## config.mk

```make
export PLATFORM = sky130hd
export DESIGN_NAME = mac_feeder_flat
export DESIGN_NICKNAME = d
export VERILOG_FILES = /design/src/rtl/mac_feeder_if.sv /design/src/rtl/mac_feeder.sv /design/src/flat_wrapper.sv
export SDC_FILE = /design/constraint.sdc
export NUM_CORES = 1
export LEC_CHECK = 0
export CORE_ASPECT_RATIO = 1.25
export CORE_UTILIZATION = 42
export CTS_CLUSTER_DIAMETER = 100
export CTS_CLUSTER_SIZE = 30
export DETAILED_ROUTE_END_ITERATION = 12
export MAX_ROUTING_LAYER = met4
export PLACE_DENSITY_LB_ADDON = 0.3
export SLEW_MARGIN = 20
export SYNTH_ARGS = -nofsm -noshare
export SYNTH_HDL_FRONTEND = slang
export SYNTH_SLANG_ARGS = --single-unit
```

## constraint.sdc

```tcl
create_clock -name CLK -period 2.35 [get_ports CLK]
set_clock_uncertainty 0.05 [all_clocks]
set_input_delay 0.3525 -clock CLK [delete_from_list [all_inputs] [get_ports CLK]]
set_output_delay 0.3525 -clock CLK [all_outputs]
set_load 0.01 [all_outputs]
```

## src/rtl/mac_feeder_if.sv

```systemverilog
// rtl/mac_feeder_if.sv - handshake, operand/result and DSP-slice signals of the MAC feeder
interface mac_feeder_if #(
  parameter int LEN_W = 8
);
  logic                    start;
  logic [LEN_W-1:0]        len;
  logic                    busy;
  logic                    in_valid;
  logic                    in_ready;
  logic signed [17:0]      in_a;
  logic signed [17:0]      in_b;
  logic                    out_valid;
  logic                    out_ready;
  logic signed [47:0]      out_data;
  logic signed [17:0]      dsp_a;
  logic signed [17:0]      dsp_b;
  logic [7:0]              dsp_opmode;
  logic                    dsp_rstp;
  logic signed [47:0]      dsp_p;

  modport slave (
    input  start, len, in_valid, in_a, in_b, out_ready, dsp_p,
    output busy, in_ready, out_valid, out_data, dsp_a, dsp_b, dsp_opmode, dsp_rstp
  );

  modport master (
    output start, len, in_valid, in_a, in_b, out_ready, dsp_p,
    input  busy, in_ready, out_valid, out_data, dsp_a, dsp_b, dsp_opmode, dsp_rstp
  );
endinterface

```

## src/rtl/mac_feeder.sv

```systemverilog
// rtl/mac_feeder.sv - streams operand pairs into a pipelined DSP MAC and returns the dot product
module mac_feeder #(
  parameter int LEN_W = 8,
  parameter int LAT   = 4
) (
  input  logic          CLK,
  input  logic          RST_N,
  mac_feeder_if.slave   bus
);
  localparam int DRAIN_W = (LAT > 1) ? $clog2(LAT) : 1;

  typedef enum logic [1:0] {IDLE, RUN, DRAIN, DONE} state_t;

  state_t              state_q;
  logic                armed_q;
  logic                busy_q;
  logic                in_ready_q;
  logic                out_valid_q;
  logic                dsp_rstp_q;
  logic [LEN_W-1:0]    rem_q;
  logic [DRAIN_W-1:0]  drain_q;
  logic signed [47:0]  out_data_q;
  logic signed [17:0]  dsp_a_q;
  logic signed [17:0]  dsp_b_q;
  logic                start_d;
  logic                accept_d;

  // start is not honoured on the first edge after reset release
  assign start_d  = bus.start && armed_q;
  assign accept_d = bus.in_valid && in_ready_q;

  always_ff @(posedge CLK or negedge RST_N) begin
    if (!RST_N) begin
      state_q     <= IDLE;
      armed_q     <= 1'b0;
      busy_q      <= 1'b0;
      in_ready_q  <= 1'b0;
      out_valid_q <= 1'b0;
      dsp_rstp_q  <= 1'b1;
      rem_q       <= '0;
      drain_q     <= '0;
      out_data_q  <= '0;
      dsp_a_q     <= '0;
      dsp_b_q     <= '0;
    end else begin
      armed_q    <= 1'b1;
      dsp_rstp_q <= 1'b0;
      // bubbles feed zeros so the accumulator only ever adds zero products
      dsp_a_q    <= '0;
      dsp_b_q    <= '0;
      case (state_q)
        IDLE: begin
          if (start_d) begin
            rem_q      <= bus.len;
            dsp_rstp_q <= 1'b1;
            busy_q     <= 1'b1;
            if (bus.len == '0) begin
              state_q     <= DONE;
              out_valid_q <= 1'b1;
              out_data_q  <= '0;
            end else begin
              state_q    <= RUN;
              in_ready_q <= 1'b1;
            end
          end
        end
        RUN: begin
          if (accept_d) begin
            dsp_a_q <= bus.in_a;
            dsp_b_q <= bus.in_b;
            rem_q   <= rem_q - 1'b1;
            if (rem_q == LEN_W'(1)) begin
              state_q    <= DRAIN;
              in_ready_q <= 1'b0;
              drain_q    <= DRAIN_W'(LAT - 1);
            end
          end
        end
        DRAIN: begin
          // A/B reg, M reg and P reg sit between the feeder and dsp_p
          if (drain_q == '0) begin
            state_q     <= DONE;
            out_data_q  <= bus.dsp_p;
            out_valid_q <= 1'b1;
          end else begin
            drain_q <= drain_q - 1'b1;
          end
        end
        DONE: begin
          if (bus.out_ready) begin
            state_q     <= IDLE;
            out_valid_q <= 1'b0;
            busy_q      <= 1'b0;
          end
        end
        default: begin
          state_q <= IDLE;
        end
      endcase
    end
  end

  assign bus.busy       = busy_q;
  assign bus.in_ready   = in_ready_q;
  assign bus.out_valid  = out_valid_q;
  assign bus.out_data   = out_data_q;
  assign bus.dsp_a      = dsp_a_q;
  assign bus.dsp_b      = dsp_b_q;
  assign bus.dsp_rstp   = dsp_rstp_q;
  assign bus.dsp_opmode = 8'h09;
endmodule

```

## src/flat_wrapper.sv

```systemverilog
// flat-port wrapper written by rule: the top's interface ports become plain ports
module mac_feeder_flat 
#(
  parameter int LEN_W = 8,
  parameter int LAT   = 4
)
  (CLK, RST_N, bus_start, bus_len, bus_in_valid, bus_in_a, bus_in_b, bus_out_ready, bus_dsp_p, bus_busy, bus_in_ready, bus_out_valid, bus_out_data, bus_dsp_a, bus_dsp_b, bus_dsp_opmode, bus_dsp_rstp);
  mac_feeder_if #(.LEN_W(LEN_W)) bus_i ();
  input  logic CLK;
  input  logic RST_N;
  input wire logic [$bits(bus_i.start)-1:0] bus_start;
  input wire logic [$bits(bus_i.len)-1:0] bus_len;
  input wire logic [$bits(bus_i.in_valid)-1:0] bus_in_valid;
  input wire logic [$bits(bus_i.in_a)-1:0] bus_in_a;
  input wire logic [$bits(bus_i.in_b)-1:0] bus_in_b;
  input wire logic [$bits(bus_i.out_ready)-1:0] bus_out_ready;
  input wire logic [$bits(bus_i.dsp_p)-1:0] bus_dsp_p;
  output wire logic [$bits(bus_i.busy)-1:0] bus_busy;
  output wire logic [$bits(bus_i.in_ready)-1:0] bus_in_ready;
  output wire logic [$bits(bus_i.out_valid)-1:0] bus_out_valid;
  output wire logic [$bits(bus_i.out_data)-1:0] bus_out_data;
  output wire logic [$bits(bus_i.dsp_a)-1:0] bus_dsp_a;
  output wire logic [$bits(bus_i.dsp_b)-1:0] bus_dsp_b;
  output wire logic [$bits(bus_i.dsp_opmode)-1:0] bus_dsp_opmode;
  output wire logic [$bits(bus_i.dsp_rstp)-1:0] bus_dsp_rstp;
  assign bus_i.start = bus_start;
  assign bus_i.len = bus_len;
  assign bus_i.in_valid = bus_in_valid;
  assign bus_i.in_a = bus_in_a;
  assign bus_i.in_b = bus_in_b;
  assign bus_i.out_ready = bus_out_ready;
  assign bus_i.dsp_p = bus_dsp_p;
  assign bus_busy = bus_i.busy;
  assign bus_in_ready = bus_i.in_ready;
  assign bus_out_valid = bus_i.out_valid;
  assign bus_out_data = bus_i.out_data;
  assign bus_dsp_a = bus_i.dsp_a;
  assign bus_dsp_b = bus_i.dsp_b;
  assign bus_dsp_opmode = bus_i.dsp_opmode;
  assign bus_dsp_rstp = bus_i.dsp_rstp;
  mac_feeder #(.LEN_W(LEN_W), .LAT(LAT)) u_core (.CLK(CLK), .RST_N(RST_N), .bus(bus_i));
endmodule
```

==> results.json <==
{
  "status": "complete, no violations",
  "grtUsageTotal_pct": 23.3,
  "clockBufferDepth": 2,
  "synth_flop_cell": "dfrtp_1",
  "port_buffers": 184,
  "fin_crit_sh_pct": 92.4,
  "fillers": 796,
  "antenna_found_initial": 0,
  "synth_cell_type_count": 45,
  "routed_wl_mm": 12.1,
  "cp.depth": 6,
  "ios": 193,
  "worstSetupPathType": "reg2reg",
  "power.leakage_nw": 2.89,
  "initial_core_util_pct": 43.1,
  "n_antenna_cell": 0,
  "critPathMaxFanout": 48,
  "drive_above_1_share_pct": 6.37,
  "core_sq_um": 10100,
  "worstHoldPathType": "in2async",
  "powerDensity_nw_per_um2": 546,
  "synth.avg_cell_area_sq_um": 10.1,
  "arrival_ns": 2.36,
  "synth_mux_area_share_pct": 0.747,
  "final_util_pct": 65.6,
  "synthSimpleGateAreaFrac_pct": 16.1,
  "crit_slowest_cell": "or2_4",
  "tns_ns": 0,
  "clock-sinks": 101,
  "vias": 3879,
  "cp.required_ns": 2.54,
  "num_rows": 41,
  "critical_path.endpoint": "u_core.bus.out_data[1]",
  "r2r-end": "u_core.bus.out_data[1]",
  "die_h_um": 116,
  "min_period_ns": 2.17,
  "start_kind": "register",
  "synth_edf_count": 0,
  "drt-wirelength-per-cell_um": 16.3,
  "synthAdderAreaFrac_pct": 2.01,
  "die_w_um": 93.1,
  "cpPeakStageDelay_ns": 0.44,
  "antenna_left": 0,
  "yosysWarnings": 0,
  "final_hold_viol_count": 0,
  "syn_to_final_growth_pct": 52.2,
  "cp_top_family": "simple AND/OR/NAND/NOR gates",
  "crit_top_cell": "or2_4",
  "grt_pass1_wl_mm": 18.7,
  "drt_iter0_markers": 219,
  "tritoncts": "yes",
  "grt_max_degree": 52,
  "drtPass1Iterations": 5,
  "vias_per_cell": 5.23,
  "dieArea_sq_um": 10800,
  "clock_latency_ns": 0.33,
  "place_congestion": 0.926,
  "r2r_start": "u_core.state_q[0]",
  "synth-seq-area-share_pct": 58.1,
  "synth_compound_area_share_pct": 17.0,
  "crit_buf_inv": 1,
  "grt_setup_unrepaired": "false",
  "htree_levels": 3,
  "relSlewSlack_pct": 66.5,
  "slew_violations": 0,
  "nNetsFinal": 711,
  "multiInputGateArea_sq_um": 1610,
  "vdd_drop_max_mv": 0.316,
  "cts_resized": 0,
  "max_freq_mhz": 460,
  "synth_xor_area_share_pct": 0,
  "worst_slew_pin_slew_ns": 0.502,
  "drv_cap": 0,
  "cts_root_buffer": "clkbuf_16",
  "synthArstFlopShare_pct": 100,
  "worstRegToRegCells": 6,
  "grt_pass1_vias": 3641,
  "drc": 0,
  "overflow": 0,
  "path_clk_slew_ns": 0.07,
  "synth_top_family_by_area": "compound AO/OA/AOI/OAI gates",
  "ff_latch_area_sq_um": 2530,
  "regToRegSetupSlack_ns": 0.18,
  "synth_cells": 433,
  "cts_inserted_buffers": 9,
  "synthesis.area_sq_um": 4350,
  "cp_cell_sequence": "inv_1 -> ha_1 -> nor2_1 -> or2_4 -> or2_4 -> o21ai_0",
  "cp-end-kind": "register",
  "dp_hpwl_mm": 8.65,
  "critical_path.startpoint": "u_core.state_q[0]",
  "ys_ff_latch": 101,
  "setup_viol": 0
}
sequential cells by signal, summed over array words and instances, names as in the netlist:
register,count
u_core.bus.out_data,48
u_core.bus.dsp_a,18
u_core.bus.dsp_b,18
u_core.rem_q,8
u_core.drain_q,2
u_core.state_q,2
u_core.armed_q,1
u_core.bus.busy,1
u_core.bus.dsp_rstp,1
u_core.bus.in_ready,1
u_core.bus.out_valid,1
cells in the mapped netlist, types with 2 or more instances:
| library cell | number | share of area [%] |
|---|---|---|
| o32ai_1 | 3 | 0.60 |
| a21oi_1 | 7 | 0.80 |
| nor2_1 | 11 | 0.95 |
| nor3_1 | 8 | 0.92 |
| inv_1 | 11 | 0.95 |
| ha_1 | 7 | 2.0 |
| dfrtp_1 | 100 | 57 |
| o311ai_0 | 2 | 0.40 |
| clkbuf_2 | 2 | 0.23 |
| conb_1 | 2 | 0.17 |
| o211ai_1 | 2 | 0.34 |
| buf_2 | 2 | 0.23 |
| clkbuf_1 | 24 | 2.1 |
| mux2_2 | 2 | 0.52 |
| o21ai_1 | 26 | 3.0 |
| or2_4 | 2 | 0.40 |
| nand3_1 | 10 | 1.1 |
| o21ai_0 | 79 | 9.1 |
| nor4_4 | 2 | 0.98 |
| buf_4 | 8 | 1.4 |
| buf_6 | 4 | 1.0 |
| nand2_1 | 59 | 5.1 |
| and3_1 | 38 | 5.5 |
cell type report:
| class | instances | share of cell area, % |
|---|---|---|
| inverters | 11 | 0.623 |
| well taps | 129 | 2.43 |
| clock inverters | 4 | 1.17 |
| clock buffers | 12 | 4.02 |
| flip-flops and latches | 101 | 38.1 |
| repair buffers | 196 | 29.3 |
| multi-input cells | 288 | 24.3 |
routing by layer:
| layer | share of wire [%] | track usage [%] |
|---|---|---|
| met1 | 41 | 29.9 |
| met2 | 51 | 37.2 |
| met3 | 6.1 | 3.74 |
| met4 | 1.2 | 9.13 |
| met5 | 0 | - |
power breakdown:
| part | switching [mW] | leakage (nW) | total (mW) | internal (mW) |
|---|---|---|---|---|
| Clock | 0.632 | 0.169 | 1.66 | 1.03 |
| Combinational | 0.0759 | 1.33 | 0.224 | 0.148 |
| Sequential | 0.00162 | 1.38 | 1.74 | 1.74 |
| Total | 0.710 | 2.89 | 3.62 | 2.91 |
cells by family (layout without fill, tap and decap cells):
group	count (synthesis)	after routing
multiplexers	3	3
buffers and inverters	51	223
flip-flops	101	101
other	2	9
adder cells (fa/ha/maj)	7	7
AND/OR/NAND/NOR	137	137
AO/OA/AOI/OAI	132	132
worst min path at each step:
stage	slack, ns	cells past startpoint	end	startpoint
final	0.43	2	u_core.bus.out_data[15]	RST_N
after global routing	0.46	2	u_core.bus.out_data[15]	RST_N
after CTS	0.44	2	u_core.bus.out_data[14]	RST_N
after detailed placement	0.25	1	u_core.bus.out_data[15]	RST_N
after global placement	0.25	1	u_core.bus.out_data[22]	RST_N
after floorplan	0.007	0	u_core.armed_q	RST_N
what timing repair did:
| item | CTS | global route |
|---|---|---|
| buffers inserted | 0 | 0 |
| endpoints found under the hold margin | 26 | 0 |
| hold buffers | 1 | 0 |
layout by cell type (no fill, tap or decap), types with 3 or more instances in the layout:
master	n
clkbuf_8	3
dfrtp_1	100
clkbuf_16	9
buf_4	11
clkdlybuf4s50_1	183
nand3_1	10
o21ai_1	26
a21oi_1	7
nand2_1	59
o21ai_0	79
and3_1	38
ha_1	6
inv_1	11
nor3_1	8
o32ai_1	3
nor2_1	11
conb_1	9
through the flow:
stage / area (sq um) / total power [mW] / instances / hold slack (ns) / setup WS [ns]
after global routing: 6630 / 3.74 / 741 / 0.463 / 0.0251
after detailed placement: 6270 / 2.00 / 724 / 0.252 / 0.0137
after floorplan: 4380 / 1.80 / 440 / 0.00691 / 0.454
after CTS: 6630 / 3.66 / 741 / 0.439 / 0.163
after global placement: 6270 / 1.99 / 724 / 0.255 / 0.196
final: 6630 / 3.62 / 741 / 0.433 / 0.178
Note: power is estimated with default switching activity, not from simulation.
